`src/rtl/keypad_event.sv`:
```
// keypad_event: debounced key event generator for the 20-button calculator
// front end. Raw button levels are synchronised, priority-encoded to a 5-bit
// code and debounced. Each accepted press produces one single-cycle strobe,
// optionally followed by auto-repeat strobes while the key stays held.
//
// Parameters:
//   DEBOUNCE      - consecutive stable samples to accept a press/release (2..255)
//   REPEAT_DELAY  - cycles from the initial strobe to the first repeat (2..65535)
//   REPEAT_PERIOD - cycles between subsequent repeats (2..65535)
//   REPEAT_EN     - 1 enables auto-repeat, 0 disables it
//
// Ports:
//   clk    - system clock
//   reset  - asynchronous, active-high
//   inkeys - raw active-high button levels, asynchronous to clk
//   strobe - one-cycle pulse per accepted press or repeat
//   outkey - code (0..19) of the accepted key, held until the next strobe
//   held   - high while an accepted key is considered held
//   multi  - high when more than one synchronised key bit is set
module keypad_event #(
  parameter int unsigned DEBOUNCE      = 3,
  parameter int unsigned REPEAT_DELAY  = 50,
  parameter int unsigned REPEAT_PERIOD = 10,
  parameter int unsigned REPEAT_EN     = 1
) (
  input  logic        clk,
  input  logic        reset,
  input  logic [19:0] inkeys,
  output logic        strobe,
  output logic [4:0]  outkey,
  output logic        held,
  output logic        multi
);

  localparam logic [7:0]  DCNT_LAST   = 8'(DEBOUNCE - 1);
  localparam logic [15:0] DELAY_LAST  = 16'(REPEAT_DELAY - 1);
  localparam logic [15:0] PERIOD_LAST = 16'(REPEAT_PERIOD - 1);
  localparam logic        REP_ON      = (REPEAT_EN != 0);

  typedef enum logic [2:0] {
    IDLE,
    PRESS_DB,
    HELD,
    REPEAT,
    REL_DB
  } state_t;

  state_t      state;
  logic [19:0] sync1;
  logic [19:0] s;
  logic [7:0]  dcnt;
  logic [15:0] rcnt;
  logic [4:0]  cand;

  logic        any;
  logic [4:0]  code;
  logic [4:0]  ones;
  logic        many;
  logic [15:0] rep_last;

  // Priority encoder (highest index wins) and population count.
  always_comb begin
    code = '0;
    ones = '0;
    for (int unsigned i = 0; i < 20; i++) begin
      if (s[i]) begin
        code = 5'(i);
        ones = ones + 5'd1;
      end
    end
    any  = |s;
    many = (ones > 5'd1);
  end

  // The first repeat waits REPEAT_DELAY; once in REPEAT, REPEAT_PERIOD applies.
  always_comb begin
    rep_last = DELAY_LAST;
    if (state == REPEAT) rep_last = PERIOD_LAST;
  end

  always_ff @(posedge clk or posedge reset) begin
    if (reset) begin
      state  <= IDLE;
      sync1  <= '0;
      s      <= '0;
      dcnt   <= '0;
      rcnt   <= '0;
      cand   <= '0;
      strobe <= 1'b0;
      outkey <= '0;
      held   <= 1'b0;
      multi  <= 1'b0;
    end else begin
      sync1  <= inkeys;
      s      <= sync1;
      multi  <= many;
      strobe <= 1'b0;
      case (state)
        IDLE: begin
          if (any) begin
            dcnt  <= 8'd1;
            cand  <= code;
            state <= PRESS_DB;
          end
        end
        PRESS_DB: begin
          if (!any) begin
            state <= IDLE;
          end else if (code != cand) begin
            // A different key restarts the count with the new candidate.
            cand <= code;
            dcnt <= 8'd1;
          end else if (dcnt == DCNT_LAST) begin
            strobe <= 1'b1;
            outkey <= cand;
            held   <= 1'b1;
            rcnt   <= '0;
            state  <= HELD;
          end else begin
            dcnt <= dcnt + 8'd1;
          end
        end
        HELD, REPEAT: begin
          // Key-code changes while held are deliberately ignored.
          if (!any) begin
            dcnt  <= 8'd1;
            state <= REL_DB;
          end else if (REP_ON && rcnt == rep_last) begin
            strobe <= 1'b1;
            rcnt   <= '0;
            state  <= REPEAT;
          end else if (rcnt != '1) begin
            rcnt <= rcnt + 16'd1;
          end
        end
        REL_DB: begin
          // A returning key re-arms the initial repeat delay without a strobe.
          if (any) begin
            rcnt  <= '0;
            state <= HELD;
          end else if (dcnt == DCNT_LAST) begin
            held  <= 1'b0;
            state <= IDLE;
          end else begin
            dcnt <= dcnt + 8'd1;
          end
        end
        default: state <= IDLE;
      endcase
    end
  end

endmodule

```
`config.mk`:
```
export PLATFORM = sky130hd
export DESIGN_NAME = keypad_event
export DESIGN_NICKNAME = d
export VERILOG_FILES = /design/src/rtl/keypad_event.sv
export SDC_FILE = /design/constraint.sdc
export NUM_CORES = 1
export LEC_CHECK = 0
export CAP_MARGIN = 20
export CORE_MARGIN = 2
export CORE_UTILIZATION = 25
export CTS_BUF_LIST = sky130_fd_sc_hd__clkbuf_8
export DETAILED_ROUTE_END_ITERATION = 12
export PLACE_DENSITY = 0.49
export SYNTH_ARGS = -nofsm -noshare
export SYNTH_HDL_FRONTEND = slang
export SYNTH_SLANG_ARGS = --single-unit
export TNS_END_PERCENT = 5
```
`constraint.sdc`:
```
create_clock -name clk -period 12.2 [get_ports clk]
set_input_delay 1.83 -clock clk [delete_from_list [all_inputs] [get_ports clk]]
set_output_delay 1.83 -clock clk [all_outputs]
set_load 0.02 [all_outputs]
```
==> metrics.txt, run 1 <==
worst hold slack 0.353 ns; Area Growth Syn to Fin 13.7%; Synth cell types 74; dpl cell area 6490 sq um; Ports 30; critical path class reg2reg; fin area 6700 sq um; VDD IR max 161 uV; wire per inst 13.6 microns; post-CTS sizing 0; # DRC 0; die area 24800 sq um; final wirelength 13.2 mm; Worst Path Arrival 10.28 ns; Initial Utilization 0.252; final worst clock skew 0.0133 ns; Slew HR 0.282; share of post-route cells with drive strength above 1 0.0845; CTS Buf Count 9; Remaining Overflow, GRT 0; CP Max Fanout 7; Setup-failing EPs final 0; # port buffers 29; max-slew violation count 0; Clock Latency Late Sink 0.39 ns; Site Rows 56; Worst Hold Class reg2reg; max_cap viols 0; Yosys Warn Count 0; clk sinks 80; CP Data Required Time 12.47 ns; Seq/Total Area, Yosys 0.340; CP Launch Point s[1]; Synth Register Bits 80; core area 23300 sq um; initial antenna violation count 0; Worst Reg-to-Reg Cells 51; status finished clean; Total GRT Usage 0.114; Cells after Synth 629; ys flop type dfrtp_1; RR Startpoint s[1]; setup repair bufs after CTS 0; RSZ-0062 raised after global routing false; Final Wtd Congestion 0.792; Cell Pwr Density 246 nW/um^2; Post-DRT Antenna Nets 0; Worst-path clk slew 0.10 ns; Top cell by count, worst path ha_1; vias in the first global route 4520; Worst Tran Pin Value 1.06 ns; period utilization 0.821; synthesized net count 676; fin nets 693; Via Count 4436; most frequent cells in the layout dfrtp_1, nand2_1, xnor2_1; crit path capture type register; Hold Path Cell Cnt 0; Max Fclk 99.9 MHz; Leak Pwr 2.75 nW; clk buf depth 2; first-pass GRT wire length 22.9 mm; Critical Path Start Type register; most common cell after layout, fill and taps aside dfrtp_1; Hold Fails Final Rpt 0; drt pass-1 iters 4; largest net degree at the start of global routing 45; ys async rst share 1.00; min cycle time layout 10.01 ns; chip width 157 microns; total negative slack 0 ns; syn avg cell area 9.36 sq um; Post-synth EDFFs 0; Crit-path slowest cell dfrtp_1; Filler cells 2489; 1st-iter DRT viols 276; CTS root buffer clkbuf_8; vias per inst 4.57; Die H 157 microns; mapped cell area 5890 sq um; Clock H-tree levels 3; cts hold-fix bufs 0; CP peak stage delay 0.40 ns; CTS tree built; min-delay src sync1[12]; ant diodes 0; hpwl dp 10.0 mm
[kinds of logic after synthesis]
family	Yosys count	synth area share
fa+ha+maj	26	0.0548
compound gates	140	0.162
xor+xnor	89	0.172
buf+inv	59	0.0406
simple gates	206	0.179
mux	29	0.0516
flops	80	0.340
[per-layer routing]
metal / vias to the layer above / share of wire / GRT usage
li1: 2293 / - / -
met1: 2101 / 0.48 / 0.147
met2: 29 / 0.49 / 0.198
met3: 13 / 0.013 / 0.0146
met4: 0 / 0.015 / 0.0390
met5: - / 0 / 0
[Yosys cell counts (all sizes together), types with 4 or more instances]
master	count	area, sq um
a211oi	6	45.0
nand2	53	199
xnor3	6	138
ha	25	313
o31ai	7	57.6
o21ai	23	115
nor3	8	45.0
a41oi	4	35.0
and3	11	68.8
xor3	4	97.6
nand2b	10	62.6
inv	32	123
clkbuf	19	75.1
xor2	25	238
o211ai	7	52.6
o311ai	4	35.0
a31oi	5	31.3
o21a	7	52.6
and2	7	43.8
nor2	47	176
a21o	8	60.1
buf	7	37.5
nor4	7	43.8
nand4	15	93.8
nor2b	6	37.5
dfrtp	80	2000
o22ai	8	50.1
nand3b	6	45.0
nand3	18	95.1
a21oi	36	191
xnor2	54	541
mux2	11	124
mux2i	18	180
[power by group]
part           switching (mW)  total, mW  leakage [nW]  internal (mW)
Clock                   0.114      0.212         0.103         0.0984
Sequential             0.0326      0.324         0.996          0.292
Combinational           0.602       1.11          1.65          0.511
Total                   0.749       1.65          2.75          0.901
[path summary, 6_finish.rpt]
kind | to | slack [ns]
max in group asynchronous | rcnt[8] | 9.35
min reg2reg | s[12] | 0.35
max reg2reg | multi | 2.19
min | s[12] | 0.35
max | multi | 2.19
min in group asynchronous | sync1[7] | 1.84
[area by class of cell]
| class | count | area [sq um] | share of cell area |
|---|---|---|---|
| Clock inverter | 7 | 83.8 | 0.0125 |
| Clock buffer | 9 | 124 | 0.0185 |
| Multi-Input combinational cell | 490 | 3650 | 0.545 |
| Sequential cell | 80 | 2000 | 0.299 |
| Inverter | 33 | 128 | 0.0191 |
| Tap cell | 319 | 399 | 0.0596 |
| Timing Repair Buffer | 32 | 313 | 0.0467 |
[flip-flops by register name (all words and copies together), names as in the netlist]
name and cells:
dcnt 8, multi 1, cand 5, held 1
s 20, state 3, rcnt 16, strobe 1
outkey 5, sync1 20
[worst max-delay path, delay by kind of cell (launching register included)]
kind | cells | cell delay [ns]
adders and majority gates | 11 | 3.29
AOI/OAI and AO/OA | 13 | 2.10
xor gates and xnor gates | 9 | 1.56
and+or+nand+nor | 10 | 1.35
muxes | 5 | 1.04
DFF | 1 | 0.40
buffers and inverters | 3 | 0.16
[stage by stage]
stage                util  worst slack, ns  std cells  total power [mW]
floorplan               -             3.09        629              1.24
global placement    0.278             2.51        954              1.44
detailed placement  0.278             2.28        954              1.44
CTS                 0.287             2.21        970              1.67
global route        0.287             1.22        970              1.82
finish              0.287             2.19        970              1.65
(Power assumes the default switching activity.)
==> inputs of run 2 (changes only) <==
- clock period: 12.2 -> 9.8 ns (I/O delays scaled with it)
==> metrics.txt, run 2 (same netlist as run 1, synthesis figures left out) <==
r2r endpoint multi; Final Wtd Congestion 0.803; PnR worst setup slack 0.579 ns; most frequent cells in the layout dfrtp_1, nand2_1, nor2_1; VDD IR max 261 uV; Worst Hold Class reg2reg; Layout Utilization 0.296; CP Data Required Time 10.06 ns; wire per inst 13.3 microns; CTS Buf Count 9; Worst Reg-to-Reg Cells 47; Clock H-tree levels 3; Site Rows 56; hold worst-path end s[18]; Place WS 0.0242 ns; clock group share of total power 0.111; critical path class reg2reg; fin area 6910 sq um; CTS tree built; status finished clean; # port buffers 29; Initial Utilization 0.252; Top cell by count, worst path ha_1; Cell Pwr Density 320 nW/um^2; vias in the first global route 4292; die area 24800 sq um; CTS root buffer clkbuf_8; final worst clock skew 0.0185 ns; Area Growth Syn to Fin 17.3%; fin nets 707; Hold Fails Final Rpt 0; core area 23300 sq um; Max Fclk 108 MHz; Comb pwr share 0.707; crit path capture type register; Net Sw Frac 0.450; clk buf depth 2; Reg power frac 0.183; period utilization 0.941; # DRC 0; RR Startpoint s[0]; min-delay src sync1[18]; hpwl dp 9.78 mm; ant diodes 0; CP peak stage delay 0.42 ns; Die H 157 microns; min cycle time layout 9.22 ns; Setup-failing EPs final 0; Ports 30; final wirelength 13.1 mm; most common cell after layout, fill and taps aside dfrtp_1; Slew HR 0.288; Post-DRT Antenna Nets 0; sw power 993 uW; Via Count 4544; Crit-path slowest cell dfrtp_1; first-pass GRT wire length 21.8 mm; dpl cell area 6510 sq um; initial antenna violation count 0; Worst Path Arrival 9.48 ns; Remaining Overflow, GRT 0; CP Max Fanout 4; R2R Setup Slk 0.58 ns; chip width 157 microns; share of post-route cells with drive strength above 1 0.135; drt pass-1 iters 4; max-slew violation count 0; vias per inst 4.62; Leak Pwr 2.86 nW; Clock Latency Late Sink 0.39 ns; clk sinks 80; cts hold-fix bufs 0; Regs by FF count s (20), sync1 (20), rcnt (16); internal power 1.21 mW; Worst-path clk slew 0.10 ns; Total GRT Usage 0.111; Worst Tran Pin Value 1.05 ns; largest net degree at the start of global routing 63; max_cap viols 0; Critical Path Start Type register; 1st-iter DRT viols 228; Hold Path Cell Cnt 0
-- run 2: final cells by class --
| cell class | count | area (sq um) |
|---|---|---|
| clock buffer | 9 | 124 |
| timing repair buffer | 46 | 418 |
| multi-input combinational | 490 | 3770 |
| sequential | 80 | 2000 |
| fill | 2463 | 16400 |
| inverter | 33 | 128 |
| tap | 319 | 399 |
| clock inverter | 7 | 68.8 |
-- run 2: worst max-delay path by stage --
| stage | start | end | slack (ns) |
|---|---|---|---|
| floorplan | s[0] | multi | 0.69 |
| global placement | s[0] | multi | 0.27 |
| detailed placement | s[1] | multi | 0.02 |
| CTS | s[1] | multi | 0.07 |
| global route | s[0] | multi | -0.16 |
| finish | s[0] | multi | 0.58 |
-- run 2: per-stage QoR --
stage / instances / hold WS, ns / setup TNS (ns) / total power [mW]
6_report: 984 / 0.335 / 0 / 2.21
5_1_grt: 984 / 0.332 / -0.162 / 2.40
4_1_cts: 975 / 0.334 / 0 / 2.09
3_5_place_dp: 957 / 0.335 / 0 / 1.82
3_3_place_gp: 957 / 0.332 / 0 / 1.83
2_1_floorplan: 629 / 0.331 / 0 / 1.55
-- run 2: timing repair --
| action | 4_1_cts | 5_1_grt |
|---|---|---|
| gates resized for setup | 0 | 29 |
| buffers inserted | 2 | 9 |
| pin swaps | 2 | 18 |
| cloned | 0 | 0 |
| setup endpoints to repair | 1 | 1 |
-- run 2: critical path: cells and delay by family, from the launching register on --
family	cells	cell delay (ns)
flops	1	0.42
buf+inv	3	0.29
mux	6	1.22
compound gates	11	1.92
xor+xnor	9	1.38
fa+ha+maj	9	2.61
simple gates	9	1.23
-- run 2: routing by layer --
metal  global-route usage  routed length, microns
met1                0.138                    6120
met5                    0                       0
met3               0.0187                     265
met2                0.194                    6560
met4               0.0368                     188
-- run 2: power groups by stage --
stage,Sequential (mW),Clock [mW],Combinational (mW)
after floorplan,0.401,0,1.15
after global placement,0.410,0,1.42
after detailed placement,0.410,0,1.41
after CTS,0.404,0.258,1.43
after global routing,0.410,0.273,1.72
final,0.403,0.245,1.56
==> inputs of run 3 (changes only) <==
- CAP_MARGIN: 20 -> 0
==> results of run 3 <==
No change in the layout: final DEF, timing and power equal those of run 2.
